[src/rtl/root_subinst_rr_arbiter.sv]
// Round-robin arbiter granting one child instance at a time, with a bounded
// grant tenure (forced revocation plus error pulse) and a one-cycle recovery gap.
module root_subinst_rr_arbiter #(
    parameter int NUM_REQ = 5,
    parameter int TIMEOUT = 16
) (
    input  logic               clk,
    input  logic               rst_n,
    input  logic [NUM_REQ-1:0] req,
    input  logic [NUM_REQ-1:0] rel,
    output logic [NUM_REQ-1:0] gnt,
    output logic [2:0]         gnt_id,
    output logic               busy,
    output logic               timeout_err
);

    typedef enum logic [1:0] {IDLE, GRANT, RECOVER} state_t;

    state_t             state_q;
    logic [NUM_REQ-1:0] gnt_q;
    logic [2:0]         gnt_id_q;
    logic [2:0]         last_q;
    logic               busy_q;
    logic               terr_q;
    logic [7:0]         hold_q;

    logic [2:0]         win_id_d;
    logic               win_vld_d;
    logic [3:0]         cand;

    // Search starts one past the last winner and wraps at NUM_REQ.
    always_comb begin
        win_id_d  = last_q;
        win_vld_d = 1'b0;
        cand      = '0;
        for (int i = 1; i <= NUM_REQ; i++) begin
            cand = {1'b0, last_q} + 4'(i);
            if (cand >= 4'(NUM_REQ)) cand = cand - 4'(NUM_REQ);
            if (!win_vld_d && req[cand[2:0]]) begin
                win_vld_d = 1'b1;
                win_id_d  = cand[2:0];
            end
        end
    end

    always_ff @(posedge clk or negedge rst_n) begin
        if (!rst_n) begin
            state_q  <= IDLE;
            gnt_q    <= '0;
            gnt_id_q <= '0;
            last_q   <= 3'(NUM_REQ - 1);
            busy_q   <= 1'b0;
            terr_q   <= 1'b0;
            hold_q   <= '0;
        end else begin
            terr_q <= 1'b0;
            case (state_q)
                IDLE: begin
                    if (win_vld_d) begin
                        state_q  <= GRANT;
                        gnt_q    <= {{(NUM_REQ-1){1'b0}}, 1'b1} << win_id_d;
                        gnt_id_q <= win_id_d;
                        last_q   <= win_id_d;
                        busy_q   <= 1'b1;
                        hold_q   <= '0;
                    end
                end
                GRANT: begin
                    // A release wins over a simultaneous timeout.
                    if (rel[gnt_id_q]) begin
                        state_q <= RECOVER;
                        gnt_q   <= '0;
                        busy_q  <= 1'b0;
                    end else if (hold_q == 8'(TIMEOUT - 1)) begin
                        state_q <= RECOVER;
                        gnt_q   <= '0;
                        busy_q  <= 1'b0;
                        terr_q  <= 1'b1;
                    end else begin
                        hold_q <= hold_q + 8'd1;
                    end
                end
                RECOVER: state_q <= IDLE;
                default: state_q <= IDLE;
            endcase
        end
    end

    assign gnt         = gnt_q;
    assign gnt_id      = gnt_id_q;
    assign busy        = busy_q;
    assign timeout_err = terr_q;

endmodule
[config.mk]
export PLATFORM = sky130hd
export DESIGN_NAME = root_subinst_rr_arbiter
export DESIGN_NICKNAME = d
export VERILOG_FILES = /design/src/rtl/root_subinst_rr_arbiter.sv
export SDC_FILE = /design/constraint.sdc
export NUM_CORES = 1
export LEC_CHECK = 0
export BUFFER_PORTS_ARGS = -buffer_cell sky130_fd_sc_hd__buf_2
export CAP_MARGIN = 20
export CORE_UTILIZATION = 45
export DETAILED_ROUTE_END_ITERATION = 7
export PLACE_DENSITY = 0.62
export REMOVE_ABC_BUFFERS = 1
export SYNTH_ARGS = -nofsm -noshare
export SYNTH_HDL_FRONTEND = slang
export SYNTH_SLANG_ARGS = --single-unit
[constraint.sdc]
create_clock -name clk -period 8.1 [get_ports clk]
set_input_delay 0.405 -clock clk [delete_from_list [all_inputs] [get_ports clk]]
set_output_delay 0.405 -clock clk [all_outputs]
set_load 0.005 [all_outputs]
==> flow_summary.yaml, run 1 <==
place:
  dp_hpwl_um: 3860
  gp_congestion: 0.883
  place_area_um2: 2220
  dp_cells: 299
  port_buffers: 21
cts:
  cts.sinks: 21
  hold_buffers: 0
  postCtsSetupBuffers: 0
  clkTransAtPathRegs_ns: 0.08
  ctsLongestPathBuffers: 2
  cts.repair.resized: 0
  cts_tree: "built"
  cts_htree_levels: 1
  cts_buffers: 3
  clock_latency_ns: 0.26
  cts-root-buf: "clkbuf_8"
floorplanning:
  die_area_um2: 5070
  die_x_um: 71.2
  core_region_area_um2: 4470
  fp-row-count: 24
  start_util: 0.482
  die_h_um: 71.2
  ioPinCount: 22
sta:
  slew_headroom: 0.505
  fin_crit_ns: 4.30
  tightest_slew_ns: 0.742
  final.period_utilization: 0.531
  tns_ns: 0
  rsz0062_at_grt: "false"
  drv_slew: 0
  fmax_mhz: 233
  fin_worst_skew_ns: 0.00549
  hold_viol: 0
  final-setup-viol-count: 0
final_layout:
  synthToLayoutAreaGrowth_pct: 5.28
  fillers: 424
  finalNonFillerCells: 303
  fin_area_um2: 2270
  antennaDiodeCount: 0
  layout-drive-gt1-share: 0.207
  nNetsFinal: 275
routing:
  first_pass_iters: 6
  drtIter0Drc: 126
  ant_nets: 0
  vias: 1877
  via_per_inst: 6.19
  remaining_drc_errors: 3
  wl_per_cell_um: 16.8
  wl_um: 5080
critical_path:
  crit_fanout: 20
  cpPeakStageDelay_ns: 0.80
  reg2reg_to: "gnt[0]$_DFFE_PN0P_"
  rr_startpoint: "gnt_id[1]$_DFFE_PN0P_"
  worst_setup_path_start_kind: "register"
  reg2reg_depth: 9
  slowest_stage: "ha_1"
  r2r_slack_ns: 3.80
  path_cells: "inv_1 > ha_1 > o21ai_0 > a221o_1 > a21oi_1 > nor3_1 > a311oi_4 > o211ai_4 > o31ai_1"
  arrival_ns: 4.47
  critical_path.top_delay_family: "compound AO/OA/AOI/OAI gates"
  end_kind: "register"
  required_ns: 8.27
  cp.buffers_inverters: 1
  cp-startpoint: "gnt_id[1]$_DFFE_PN0P_"
  worstSetupPathType: "register to register"
  critical_path_depth: 9
  crit_end: "gnt[0]$_DFFE_PN0P_"
grt:
  grt_max_degree: 31
  grt-ovfl-total: 0
  antenna_found_initial: 0
  grt_pass1_wl_um: 8910
  grtUsageTotal: 0.223
  grt_pass1_vias: 1801
synth:
  synth.distinct_cells: 74
  synthesis.area_um2: 2160
  synth_most_common_cell: "dfrtp_1"
  seq_area_frac_synth: 0.244
  synth-simple-area-share: 0.244
  synthCells: 239
  ys_top_cells_by_area: "dfrtp_1 (23%), ha_1 (5.8%), mux2i_1 (4.6%), nand3_1 (3.0%), nand2b_1 (2.9%)"
  synth_top_area_frac: 0.232
  synth-main-ff-cell: "dfrtp_1"
  synth-xor-area-share: 0.0366
  synth_warnings: 0
  yosys-top-cells-count: "dfrtp_1 (20), nand2_1 (15), nor2_1 (14)"
  async_flop_share: 1.00
  yosysTopAreaCell: "dfrtp_1"
  synthMuxAreaShare: 0.0778
  synth_edf_count: 0
  ys_ff_latch: 21
  synthAdderAreaFrac: 0.0673
  syn_avg_cell_area_um2: 9.02
  synth_top_family_by_area: "compound AO/OA/AOI/OAI gates"
  synth_compound_area_frac: 0.263
run:
  max-cap-violations: 0
worst_hold_path:
  hold_path.class: "input port to asynchronous set/reset pin"
outcome:
  violations: "DRC"
  status: "finished with violations"
==> state kept, by name, summed over array words and instances (netlist names) <==
name	cells
timeout_err	1
hold_q	8
last_q	1
gnt_id	3
state_q	2
busy	1
gnt	5
==> cell usage in the layout, fill, tap and decap left out, types with 8 or more instances in the layout <==
| master | n |
|---|---|
| dfrtp_1 | 20 |
| nor2_1 | 14 |
| nor3_1 | 10 |
| a21oi_1 | 8 |
| nand3_1 | 13 |
| mux2i_1 | 10 |
| buf_2 | 21 |
| ha_1 | 10 |
| o21ai_0 | 9 |
| nand2b_1 | 10 |
| nand2_1 | 15 |
| inv_1 | 8 |
==> final cells by class <==
cell class | count | area (um^2) | share of cell area
multi-input cells | 195 | 1490 | 0.655
flip-flops and latches | 21 | 527 | 0.232
repair buffers | 22 | 113 | 0.0496
well taps | 52 | 65.1 | 0.0287
clock buffers | 4 | 45.0 | 0.0198
inverters | 9 | 33.8 | 0.0149
==> per-layer routing <==
metal | part of all wire | wire, um | GRT usage | vias to the layer above
met5 | 0 | 0 | 0 | -
met4 | 0.012 | 60 | 0.0533 | 0
met3 | 0.058 | 293 | 0.0323 | 7
met2 | 0.45 | 2270 | 0.342 | 52
met1 | 0.48 | 2460 | 0.330 | 890
li1 | - | - | - | 928
==> stage by stage <==
| stage | util | worst slack [ns] | hold slack [ns] |
|---|---|---|---|
| 2_1_floorplan | - | 4.37 | 0.109 |
| 3_3_place_gp | 0.497 | 3.96 | 0.383 |
| 3_5_place_dp | 0.497 | 3.85 | 0.382 |
| 4_1_cts | 0.507 | 3.82 | 0.0986 |
| 5_1_grt | 0.507 | 3.38 | 0.109 |
| 6_report | 0.507 | 3.80 | 0.0761 |
==> cell families (layout without fill, tap and decap cells) <==
logic type,count (synthesis),count (layout)
AO/OA/AOI/OAI,68,68
AND/OR/NAND/NOR,92,92
flip-flops,21,21
XOR/XNOR,9,9
adder cells (fa/ha/maj),11,11
buffers and inverters,23,35
multiplexers,15,15
==> how the worst min path moves through the flow <==
| stage | start | end | slack [ns] |
|---|---|---|---|
| after global placement | rst_n | hold_q[2]$_DFFE_PN0P_ | 0.38 |
| final | rst_n | hold_q[4]$_DFFE_PN0P_ | 0.08 |
| after CTS | rst_n | hold_q[3]$_DFFE_PN0P_ | 0.1 |
| after detailed placement | rst_n | hold_q[2]$_DFFE_PN0P_ | 0.38 |
| after floorplan | rst_n | busy$_DFFE_PN0P_ | 0.11 |
| after global routing | rst_n | hold_q[2]$_DFFE_PN0P_ | 0.11 |
Power of run 1 is left out: the tool's default activity adds up to more than one toggle a clock period on the data nets, which glitch-free logic cannot reach.
==> run 2, diff against run 1 <==
--- a/config.mk
+++ b/config.mk
@@ -5,11 +5,12 @@
 export SDC_FILE = /design/constraint.sdc
 export NUM_CORES = 1
 export LEC_CHECK = 0
+export ABC_AREA = 1
 export BUFFER_PORTS_ARGS = -buffer_cell sky130_fd_sc_hd__buf_2
 export CAP_MARGIN = 20
 export CORE_UTILIZATION = 45
 export DETAILED_ROUTE_END_ITERATION = 7
-export PLACE_DENSITY = 0.62
+export PLACE_DENSITY = 0.64
 export REMOVE_ABC_BUFFERS = 1
 export SYNTH_ARGS = -nofsm -noshare
 export SYNTH_HDL_FRONTEND = slang
==> constraint.sdc (replaced) <==
create_clock -name clk -period 3.5 [get_ports clk]
set_input_delay 0.175 -clock clk [delete_from_list [all_inputs] [get_ports clk]]
set_output_delay 0.175 -clock clk [all_outputs]
set_load 0.005 [all_outputs]
==> run 2 against run 1 <==
  * The flow now finishes without violations
  * Fmax grew 38%
  * Die area grew 5.1%
  * Utilization grew 0.93 points
  * Flip-flop and latch count is the same
  * Area after synthesis grew 5.2%
  * Design area grew 8.9%
  * Worst setup slack lost 3.4 ns
  * Critical path depth grew 11
  * Via count grew 21%
  * Cell count grew 45%
  * Critical path type unchanged
==> flow_summary.yaml, run 2 <==
final_layout:
  final_cell_mix: "nand2_1 (109), nand3_1 (44), inv_1 (41), nor2_1 (26), buf_2 (21)"
  layout-drive-gt1-share: 0.205
  fillers: 510
  top_register: "hold_q"
  largest_reg_flops: 8
  synthToLayoutAreaGrowth_pct: 8.99
  antennaDiodeCount: 0
  multi_input_area_um2: 1490
  nNetsFinal: 395
  seq_area_um2: 528
  mostFrequentLayoutCell: "nand2_1"
sta:
  rsz0062_at_grt: "false"
  hold_viol: 0
  fmax_mhz: 321
  drv_slew: 0
  fin_crit_ns: 3.11
  final-setup-viol-count: 0
  final.period_utilization: 0.889
  hold_slack_ns: 0.264
  tightest_slew_ns: 0.478
  tns_ns: 0
  fin_worst_skew_ns: 0.00229
  slew_headroom: 0.681
critical_path:
  arrival_ns: 3.26
  slowest_stage: "dfrtp_2"
  crit_top_cell: "nand2_1"
  cp.buffers_inverters: 4
  path_cells: "inv_1 > ha_1 > inv_2 > nand2_1 > nand2_1 > nand2_1 > nand2_1 > clkinv_1 > nand2_1 > nand2_1 > a21oi_4 > nand4_1 > nand2_1 > inv_1 > nand2_1 > nand2_1 > nand2_1 > nand2_1 > nand3_1 > nand2_1"
  required_ns: 3.65
  end_kind: "register"
  cpPeakStageDelay_ns: 0.51
  worstSetupPathType: "register to register"
  crit_fanout: 11
  critical_path.top_delay_family: "simple AND/OR/NAND/NOR gates"
  worst_setup_path_start_kind: "register"
routing:
  ant_nets: 0
  wl_um: 5730
  wl_per_cell_um: 13.1
  vias: 2271
  drtIter0Drc: 129
  remaining_drc_errors: 0
  via_per_inst: 5.18
  first_pass_iters: 4
cts:
  cts_tree: "built"
  cts_htree_levels: 1
  cts.sinks: 21
  cts-root-buf: "clkbuf_8"
  ctsLongestPathBuffers: 2
  clkTransAtPathRegs_ns: 0.07
  clock_latency_ns: 0.26
  cts_buffers: 3
synth:
  ys_ff_latch: 21
  ys_top_cells_by_area: "dfrtp_1 (22%), nand2_1 (18%), nand3_1 (9.7%), inv_1 (6.8%), ha_1 (5.5%)"
  synth.distinct_cells: 34
  synth_warnings: 0
  yosysTopAreaCell: "dfrtp_1"
  synthesis.area_um2: 2270
  synthCells: 349
  syn_avg_cell_area_um2: 6.50
  synth_top_area_frac: 0.221
  synth_edf_count: 0
  synth-main-ff-cell: "dfrtp_1"
  yosys-top-cells-count: "nand2_1 (109), nand3_1 (44), inv_1 (41)"
  async_flop_share: 1.00
  synth_most_common_cell: "nand2_1"
  seq_area_frac_synth: 0.232
place:
  dp_hpwl_um: 4630
  port_buffers: 21
  gp_congestion: 0.922
grt:
  grt-ovfl-total: 0
  grt_pass1_vias: 2092
  grtUsageTotal: 0.233
  grt_max_degree: 22
  antenna_found_initial: 0
  grt_pass1_wl_um: 9660
floorplanning:
  die_x_um: 73
  ioPinCount: 22
  die_h_um: 73
  start_util: 0.474
  die_area_um2: 5330
  fp-row-count: 25
  core_region_area_um2: 4790
outcome:
  status: "completed"
run:
  max-cap-violations: 0
worst_hold_path:
  hold_path.class: "input port to register"
run 2: cell types whose count changed after synthesis, sizes merged, moves of 7 or more:
cell    change
o21ai      +11
nor3       -10
inv        +43
buf         -7
nand4      +14
nand3      +37
nor2       +15
nand2     +108
nand2b     -11
mux2i      -10
run 2: cells by family (layout without fill, tap and decap cells):
family,Yosys count,in the layout,synth area share
compound gates,31,31,0.0932
xor+xnor,2,2,0.00772
fa+ha+maj,11,11,0.0640
buf+inv,59,81,0.113
flops,21,21,0.232
simple gates,225,225,0.490
run 2: per-stage QoR:
step | setup slack, ns | utilization | cell area (um^2) | cells
2_1_floorplan | 0.566 | - | 2210 | 343
3_3_place_gp | 0.293 | 0.505 | 2420 | 433
3_5_place_dp | 0.231 | 0.505 | 2420 | 433
4_1_cts | 0.224 | 0.516 | 2470 | 438
5_1_grt | 0.127 | 0.517 | 2470 | 438
6_report | 0.388 | 0.517 | 2470 | 438
run 2: layout make-up:
cell class / count / share of cell area
multi-input cells: 269 / 0.601
flip-flops and latches: 21 / 0.214
inverters: 53 / 0.0805
repair buffers: 24 / 0.0526
well taps: 67 / 0.0339
clock buffers: 4 / 0.0182
run 2: worst min-delay path: stages:
cell and delay (ns):
buf_2 0.08, nand4_1 0.08, nand3_1 0.10, nor2_1 0.05
run 2: what timing repair did:
action,4_1_cts,5_1_grt
setup buffers,0,0
endpoints found under the setup margin,0,6
hold buffers,1,0
resized for setup,0,1
endpoints found under the hold margin,20,0
run 2: final timing paths:
check | endpoint | slack (ns) | cells after the start | start
min in group asynchronous | gnt[0]$_DFFE_PN0P_ | 0.41 | 2 | rst_n
max in group asynchronous | gnt_id[1]$_DFFE_PN0P_ | 2.74 | 2 | rst_n
max | gnt[1]$_DFFE_PN0P_ | 0.39 | 20 | gnt_id[1]$_DFFE_PN0P_
max reg2reg | gnt[1]$_DFFE_PN0P_ | 0.39 | 20 | gnt_id[1]$_DFFE_PN0P_
min | timeout_err$_DFF_PN0_ | 0.26 | 4 | rel[4]
min reg2reg | busy$_DFFE_PN0P_ | 0.48 | 2 | busy$_DFFE_PN0P_
run 2: layer usage:
metal  track usage  up-vias  wire length (um)
met5             0        -                 0
met4        0.0719        0                90
met3        0.0124        9               181
met2         0.402       41              2750
met1         0.311     1047              2700
li1              -     1174                 -
Power of run 2 is left out for the same reason.
